[config.mk]
export PLATFORM = sky130hd
export DESIGN_NAME = gs_sequencer_flat
export DESIGN_NICKNAME = d
export VERILOG_FILES = /design/src/rtl/gs_pkg.sv /design/src/rtl/gs_sequencer_if.sv /design/src/rtl/gs_pair_gen.sv /design/src/rtl/gs_sequencer.sv /design/src/flat_wrapper.sv
export SDC_FILE = /design/constraint.sdc
export NUM_CORES = 1
export LEC_CHECK = 0
export CAP_MARGIN = 10
export CELL_PAD_IN_SITES_DETAIL_PLACEMENT = 0
export CELL_PAD_IN_SITES_GLOBAL_PLACEMENT = 1
export CORE_MARGIN = 2
export CORE_UTILIZATION = 44
export CTS_CLUSTER_DIAMETER = 150
export DETAILED_ROUTE_END_ITERATION = 7
export GPL_TIMING_DRIVEN = 0
export MAX_ROUTING_LAYER = met4
export PLACE_DENSITY = 0.8
export SLEW_MARGIN = 20
export SYNTH_ARGS = -nofsm -noshare
export SYNTH_HDL_FRONTEND = slang
export SYNTH_HIERARCHICAL = 1
export SYNTH_SLANG_ARGS = --single-unit
[constraint.sdc]
create_clock -name clk -period 2.9 [get_ports clk]
set_input_delay 0.29 -clock clk [delete_from_list [all_inputs] [get_ports clk]]
set_output_delay 0.29 -clock clk [all_outputs]
set_load 0.02 [all_outputs]
[src/rtl/gs_pkg.sv]
// Shared constants and state encoding for the Gram-Schmidt column-pass sequencer.
package gs_pkg;

  localparam int N_COLS      = 4;
  localparam int COL_W       = 2;
  localparam int UPD_LAT_DEF = 40;

  typedef enum logic [2:0] {
    ST_IDLE = 3'd0,
    ST_DOT  = 3'd1,
    ST_UPD  = 3'd2,
    ST_WB   = 3'd3,
    ST_DONE = 3'd4
  } gs_state_e;

  typedef logic [COL_W-1:0] col_t;

endpackage

[src/rtl/gs_sequencer_if.sv]
// Control/handshake bundle between the sequencer and the dot/update/column-store datapath.
interface gs_sequencer_if;
  import gs_pkg::*;

  // Handshake: start is a level sampled only in IDLE. dot_valid is sampled only while
  // dot_en=1 and completes that phase on the edge where it is 1. abort beats everything.
  logic       start;
  logic       abort;
  logic       dot_en;
  logic       dot_valid;
  logic       upd_en;
  col_t       sel_i;
  col_t       sel_j;
  logic       wr_en;
  col_t       wr_col;
  logic       busy;
  logic       done;
  logic [2:0] dbg_state;

  modport slave (
    input  start, abort, dot_valid,
    output dot_en, upd_en, sel_i, sel_j, wr_en, wr_col, busy, done, dbg_state
  );

  modport master (
    output start, abort, dot_valid,
    input  dot_en, upd_en, sel_i, sel_j, wr_en, wr_col, busy, done, dbg_state
  );

endinterface

[src/rtl/gs_pair_gen.sv]
// Walks the (i,j) column pairs (0,1),(0,2),(0,3),(1,2),(1,3),(2,3) and flags the last one.
module gs_pair_gen
  import gs_pkg::*;
(
  input  logic clk,
  input  logic rst_n,
  input  logic load,
  input  logic adv,
  input  logic clr,
  output col_t sel_i,
  output col_t sel_j,
  output logic last
);

  assign last = (sel_i == 2'd2) && (sel_j == 2'd3);

  always_ff @(posedge clk or negedge rst_n) begin
    if (!rst_n) begin
      sel_i <= '0;
      sel_j <= '0;
    end else if (load) begin
      sel_i <= 2'd0;
      sel_j <= 2'd1;
    end else if (clr) begin
      sel_i <= '0;
      sel_j <= '0;
    end else if (adv) begin
      // Wrapping j starts the next pivot row just right of the new pivot.
      if (sel_j == 2'd3) begin
        sel_i <= sel_i + 2'd1;
        sel_j <= sel_i + 2'd2;
      end else begin
        sel_j <= sel_j + 2'd1;
      end
    end
  end

endmodule

[src/rtl/gs_sequencer.sv]
// Orchestrates one 4-column orthogonalization pass: dot product, timed column update, write-back.
module gs_sequencer
  import gs_pkg::*;
#(
  parameter int UPD_LAT = UPD_LAT_DEF
) (
  input logic          clk,
  input logic          rst_n,
  gs_sequencer_if.slave bus
);

  localparam logic [2:0] S_IDLE = ST_IDLE;
  localparam logic [2:0] S_DOT  = ST_DOT;
  localparam logic [2:0] S_UPD  = ST_UPD;
  localparam logic [2:0] S_WB   = ST_WB;
  localparam logic [2:0] S_DONE = ST_DONE;

  localparam logic [7:0] UPD_LOAD = 8'(UPD_LAT - 1);

  logic [2:0] state, state_nx;
  logic [7:0] cnt, cnt_nx;
  logic       load, adv, clr, last;
  col_t       sel_i, sel_j;
  logic       dot_en_q, upd_en_q, wr_en_q, busy_q, done_q;
  col_t       wr_col_q;

  gs_pair_gen u_pair_gen (
    .clk   (clk),
    .rst_n (rst_n),
    .load  (load),
    .adv   (adv),
    .clr   (clr),
    .sel_i (sel_i),
    .sel_j (sel_j),
    .last  (last)
  );

  always_comb begin
    state_nx = state;
    cnt_nx   = cnt;
    load     = 1'b0;
    adv      = 1'b0;
    clr      = 1'b0;
    if (bus.abort && state != S_IDLE) begin
      state_nx = S_IDLE;
      cnt_nx   = '0;
      clr      = 1'b1;
    end else begin
      unique case (state)
        S_IDLE: if (bus.start && !bus.abort) begin
          state_nx = S_DOT;
          load     = 1'b1;
        end
        S_DOT: if (bus.dot_valid) begin
          state_nx = S_UPD;
          cnt_nx   = UPD_LOAD;
        end
        S_UPD: begin
          if (cnt == 8'd0) state_nx = S_WB;
          else             cnt_nx   = cnt - 8'd1;
        end
        S_WB: begin
          if (last) begin
            state_nx = S_DONE;
            clr      = 1'b1;
          end else begin
            state_nx = S_DOT;
            adv      = 1'b1;
          end
        end
        S_DONE:  state_nx = S_IDLE;
        default: state_nx = S_IDLE;
      endcase
    end
  end

  // Outputs are decoded from the next state so every enable leaves a flop glitch-free.
  always_ff @(posedge clk or negedge rst_n) begin
    if (!rst_n) begin
      state    <= S_IDLE;
      cnt      <= '0;
      dot_en_q <= 1'b0;
      upd_en_q <= 1'b0;
      wr_en_q  <= 1'b0;
      wr_col_q <= '0;
      busy_q   <= 1'b0;
      done_q   <= 1'b0;
    end else begin
      state    <= state_nx;
      cnt      <= cnt_nx;
      dot_en_q <= (state_nx == S_DOT);
      upd_en_q <= (state_nx == S_UPD);
      wr_en_q  <= (state_nx == S_WB);
      wr_col_q <= (state_nx == S_WB) ? sel_j : '0;
      busy_q   <= (state_nx == S_DOT) || (state_nx == S_UPD) || (state_nx == S_WB);
      done_q   <= (state_nx == S_DONE);
    end
  end

  assign bus.dot_en    = dot_en_q;
  assign bus.upd_en    = upd_en_q;
  assign bus.wr_en     = wr_en_q;
  assign bus.wr_col    = wr_col_q;
  assign bus.busy      = busy_q;
  assign bus.done      = done_q;
  assign bus.sel_i     = sel_i;
  assign bus.sel_j     = sel_j;
  assign bus.dbg_state = state;

endmodule

[src/flat_wrapper.sv]
// flat-port wrapper written by rule: the top's interface ports become plain ports
module gs_sequencer_flat import gs_pkg::*;
#(
  parameter int UPD_LAT = UPD_LAT_DEF
)
  (clk, rst_n, bus_start, bus_abort, bus_dot_valid, bus_dot_en, bus_upd_en, bus_sel_i, bus_sel_j, bus_wr_en, bus_wr_col, bus_busy, bus_done, bus_dbg_state);
  gs_sequencer_if bus_i ();
  input logic clk;
  input logic rst_n;
  input wire logic [$bits(bus_i.start)-1:0] bus_start;
  input wire logic [$bits(bus_i.abort)-1:0] bus_abort;
  input wire logic [$bits(bus_i.dot_valid)-1:0] bus_dot_valid;
  output wire logic [$bits(bus_i.dot_en)-1:0] bus_dot_en;
  output wire logic [$bits(bus_i.upd_en)-1:0] bus_upd_en;
  output wire logic [$bits(bus_i.sel_i)-1:0] bus_sel_i;
  output wire logic [$bits(bus_i.sel_j)-1:0] bus_sel_j;
  output wire logic [$bits(bus_i.wr_en)-1:0] bus_wr_en;
  output wire logic [$bits(bus_i.wr_col)-1:0] bus_wr_col;
  output wire logic [$bits(bus_i.busy)-1:0] bus_busy;
  output wire logic [$bits(bus_i.done)-1:0] bus_done;
  output wire logic [$bits(bus_i.dbg_state)-1:0] bus_dbg_state;
  assign bus_i.start = bus_start;
  assign bus_i.abort = bus_abort;
  assign bus_i.dot_valid = bus_dot_valid;
  assign bus_dot_en = bus_i.dot_en;
  assign bus_upd_en = bus_i.upd_en;
  assign bus_sel_i = bus_i.sel_i;
  assign bus_sel_j = bus_i.sel_j;
  assign bus_wr_en = bus_i.wr_en;
  assign bus_wr_col = bus_i.wr_col;
  assign bus_busy = bus_i.busy;
  assign bus_done = bus_i.done;
  assign bus_dbg_state = bus_i.dbg_state;
  gs_sequencer #(.UPD_LAT(UPD_LAT)) u_core (.clk(clk), .rst_n(rst_n), .bus(bus_i));
endmodule
======== Yosys cells after proc, flatten, opt, wreduce, memory -nomap -nowiden ========
Index checks and enable logic that the tools add are counted.
word-level totals
  word-level logic and storage cells ...... 67
  output and inout port bits .............. 14
  bits in registers ....................... 22
  input port bits ......................... 5
operators by class
  reduce and logical (&&, ||, !) cells .... 14
  equal/unequal tests ..................... 11
  muxes and demuxes ....................... 28
  add/sub/neg operators ................... 4
operators by type and width
  kind                 count
  $mux 8               3
  $mux 2               9
  $pmux 8 s2           1
  $mux 3               5
  $eq 3x2->1 const B   4
  $pmux 3 s4           1
  $reduce_bool 3->1    4
  $mux 1               9
  $logic_not 8->1      1
  $sub 8x1->8 const B  1
  $eq 3x1->1 const B   2
  $ne 3x2->1 const B   2
  $add 2x1->2 const B  2
  $eq 2x2->1 const B   2
  $eq 3x3->1 const B   1
  $logic_and 1x1->1    3
  $logic_not 3->1      1
  $reduce_and 3->1     1
  $add 2x2->2 const B  1
  $logic_or 1x1->1     2
  $reduce_and 2->1     1
  $logic_not 1->1      1

======== Longest topological paths before layout ========
  depth after elaboration ................. 8
  mapped depth ............................ 9
  gate-level depth less buffers ........... 9

======== By module ========
The synthesis kept the hierarchy.
by module, submodules not included
  module        seq. area each (µm²)  times used  area each (µm²)  cells each
  gs_sequencer  450.4                 1           1,042.2          107
  gs_pair_gen   100.1                 1           235.2            22

======== Worst setup path before layout ========
Ideal clock, no wire load.
  path type ............................... reg-to-reg
  from .................................... register u_core.state[0] (netlist: u_core/bus.dbg_state[0])
  to ...................................... register u_core.u_pair_gen.sel_i[1]
  data required time ...................... 2.789 ns
  buffers on the path ..................... 1
  setup slack ............................. 0.830 ns
  period minus slack after synthesis ...... 2.070 ns
  cell stages (with the launch flop) ...... 7
  library setup time ...................... 0.111 ns
  arrival ................................. 1.959 ns
  path through ............................ dfrtp_1 -> buf_2 -> inv_1 -> nor4b_1 -> nor2b_1 -> nand2_1 -> a2111oi_2
between the ends
  longest elaborated chain between the ends .. 5
  elaborated cells on any way between the ends .. 15
  classes of those cells .................. 1 x eq/ne; 8 x mux; 6 x reduce/logical
ends and longest elaborated chain
  what                                                    line                                    source
  from (decl)                                             gs_sequencer.sv:20                      logic [2:0] state, state_nx;
  from (signal assigned)                                  gs_sequencer.sv:89                      state <= state_nx;
  $eq 3x2->1 / $reduce_bool 3->1 (equally long branches)  gs_sequencer.sv:49, gs_sequencer.sv:44
  $mux 1 / $logic_and 1x1->1 (equally long branches)      gs_sequencer.sv:49, gs_sequencer.sv:44
  $mux 1 (*)                                              gs_sequencer.sv:44                      if (bus.abort && state != S_IDLE) begin
  net u_core.adv                                          gs_sequencer.sv:22                      logic load, adv, clr, last;
  $reduce_bool 3->1 (no source line) (*)                  --
  $reduce_and 2->1 (no source line) (*)                   --
  to (signal assigned)                                    gs_pair_gen.sv:30                       sel_i <= sel_i + 2'd1;
  to (decl)                                               gs_pair_gen.sv:10                       output col_t sel_i,
The timed path passes the listed nets; every way through them passes the cells marked *.
A chain may end at the register's enable or synchronous reset.

======== Final worst setup path ========
Ends and elaborated chain as after synthesis.

==> metrics.md <==
| Metric | Value |
|---|---|
| Worst EP required | 3.11 ns |
| Total power | 0.00130 W |
| Final WS setup | 0.613 ns |
| Final #Nets | 160 |
| Worst EP arrival | 2.50 ns |
| Area grow syn2layout | 19.6% |
| Global-route wire length before repair | 4830 µm |
| Hold Slack | 0.334 ns |
| Crit. Startpoint | u_core/bus.dbg_state[0] |
| Syn Std Cell Area | 1280 µm² |
| Pre-Repair DR Iteration Count | 4 |
| Synth top area share | 0.431 |
| Post-synth top flop | dfrtp_1 |
| Syn_nets | 137 |
| DRC Markers | 0 |
| Placer Congestion | 0.831 |
| Reg clk slew, reported paths | 0.12 ns |
| CP Class | reg -> reg |
| Syn avg cell area | 9.90 µm² |
| Met3 Use GR | 0.0469 |
| Initial DRC count | 28 |
| Rows | 19 |
| Core Area | 2760 µm² |
| Total Routing Usage GR | 0.190 |
| Fillcell total | 257 |
| Number of CTS-inserted buffers | 3 |
| Antenna diode count | 0 |
| Worst setup EP type | register |
| Avg WL per Cell | 15.3 µm |
| Port bufs | 17 |
| Dpl hpwl | 2080 µm |
| Reg area | 551 µm² |
| R2R Path Start | u_core/bus.dbg_state[0] |
| Die X-Extent | 57.9 µm |
| Async S/R FF share, synth | 1.00 |
| Fin. max-slew vios | 0 |
| Top Usage Layer GRT | met2 |
| CTS max path bufs | 2 |
| Share of cells above drive strength 1 | 0.172 |
| Routed Antenna Nets | 0 |
| Power per standard cell area | 852 nW/µm² |
| Clock skew | 0.00349 ns |
| Overflow after GRT | 0 |
| Layout Cells excl Fill | 182 |
| Root Buffer | clkbuf_4 |
| CTS H-Tree Depth | 1 |
| CTS sink cnt | 22 |
| Largest area contributor in the netlist | dfrtp_1 |
| Worst-margin pin slew | 0.899 ns |
| Gate Count Post-Synth | 129 |
| Hold Startpoint | bus_abort |
| Post-CTS setup buffer count | 0 |
| Register area share after synthesis | 0.431 |
| Status | finished clean |
| Worst skew pair latency | 0.31 ns |
| Vias in the first global route | 1057 |
| Cells after DPL | 177 |
| Commonest non-fill, non-tap cell in the layout | dfrtp_1 |
| Crit Path Max Fanout | 10 |
| Final period util | 0.789 |
| Unrepaired setup endpoints after global routing | no |
| Post-synth EDFFs | 0 |
| Largest net degree at the start of global routing | 23 |
| Worst vdd ir | 0.560 mV |
| Via density | 5.66 |
| Detailed Route WL | 2790 µm |
| Min cycle time layout | 2.29 ns |
| Setup WS pre-CTS | 0.670 ns |
| Via count | 1030 |
| Setup TNS | 0 ns |
| M1 GR Usage | 0.256 |
| Met2 Usage GRT | 0.302 |
| Area of the multi-input gates | 663 µm² |
| Top cells by area, synth | dfrtp_1 (43%), a21oi_1 (4.3%), ha_1 (2.9%) |
| Hold Fails Final Rpt | 0 |
| Die height | 57.9 µm |
| Ys Warns | 6 |
| Commonest non-fill, non-tap cells in the layout | dfrtp_1 (22), clkdlybuf4s50_1 (16), a21oi_1 (11), nor2_1 (9), inv_1 (8) |
| Number of synthesized register bits | 22 |
| CTS tree | built |
| Initial antenna violation count | 0 |
| Slew margin rel. | 0.395 |
| Hold WC Path Type | in -> reg |
| Crit start category | register |
| Leakage | 0.652 nW |
| Synth cell types | 49 |
| Initial Util | 0.463 |
| Max-Cap Viols | 0 |
| Final setup vio count | 0 |
| Die area | 3350 µm² |
| IO Pins | 19 |
| F_max | 437 MHz |
-- flip-flops by register name (all words and copies together) (netlist names) --
signal	count
u_core/bus.upd_en	1
u_core/bus.dot_en	1
u_core/u_pair_gen/sel_j	2
u_core/bus.dbg_state	3
u_core/cnt	8
u_core/bus.busy	1
u_core/bus.wr_en	1
u_core/bus.done	1
u_core/bus.wr_col	2
u_core/u_pair_gen/sel_i	2
-- cell usage after synthesis (2+ instances only) --
master,n
and3_1,2
o21ai_1,4
nor2b_1,5
and2_1,4
mux2i_1,2
nand2b_1,2
o21ai_2,2
inv_1,8
nor4_1,2
buf_2,3
o21a_1,3
a2111oi_2,2
ha_1,3
dfrtp_1,22
nand3_1,2
nor3b_2,2
nor3_1,4
a21oi_1,11
o21ai_0,3
nor2_1,9
nand4_1,2
nand2_1,5
-- worst max-delay path: stages (launching register included) --
cell and delay, ns:
dfrtp_1 0.43, buf_2 0.24, inv_1 0.13, nor4b_1 0.42
nor2b_1 0.44, nand2_1 0.17, a2111oi_2 0.37
-- logic make-up (layout without fill, tap and decap cells) --
| group | count (synthesis) | in the layout | share of synthesized area |
|---|---|---|---|
| XOR/XNOR | 1 | 1 | 0.00686 |
| flip-flops | 22 | 22 | 0.431 |
| adder cells (fa/ha/maj) | 3 | 3 | 0.0294 |
| buffers and inverters | 13 | 35 | 0.0500 |
| AND/OR/NAND/NOR | 51 | 51 | 0.257 |
| multiplexers | 2 | 2 | 0.0157 |
| AO/OA/AOI/OAI | 37 | 37 | 0.211 |
-- power breakdown --
group / switching, W / total (W) / internal [W]
Clock: 0.0000931 / 0.000170 / 0.0000767
Sequential: 0.0000895 / 0.000476 / 0.000387
Combinational: 0.000356 / 0.000656 / 0.000300
-- final timing paths --
path                                              endpoint  cells after the start  slack [ns]
worst max-delay path            u_core/u_pair_gen/sel_i[1]                      6        0.61
worst min-delay path                         u_core/cnt[6]                      4        0.33
worst max register to register  u_core/u_pair_gen/sel_i[1]                      6        0.61
worst min register to register               u_core/cnt[7]                      1        0.53
max in group asynchronous          u_core/bus.dbg_state[0]                      2        2.10
min in group asynchronous                    u_core/cnt[1]                      2        0.46
-- per-stage QoR --
step | area, µm² | utilization
after global placement | 1490 | 0.539
after CTS | 1520 | 0.552
after detailed placement | 1490 | 0.539
final | 1530 | 0.554
after floorplan | 1280 | -
after global routing | 1530 | 0.554
-- per-layer routing --
layer  up-vias  wire [µm]
li1        517          -
met1       490       1370
met2        21       1310
met3         2         90
met4         0         17
met5         -          0
-- final cells by class --
type	instances	share of cell area
multi-input combinational	94	0.434
sequential	22	0.360
timing repair buffer	18	0.115
tap	31	0.0254
clock buffer	4	0.0238
buffer	5	0.0221
inverter	8	0.0197
-- what timing repair did --
item / 4_1_cts / 5_1_grt
hold buffers: 0 / 1
endpoints found under the hold margin: 0 / 22
gates resized for setup: 0 / 0
Note: power is estimated with default switching activity, not from simulation.
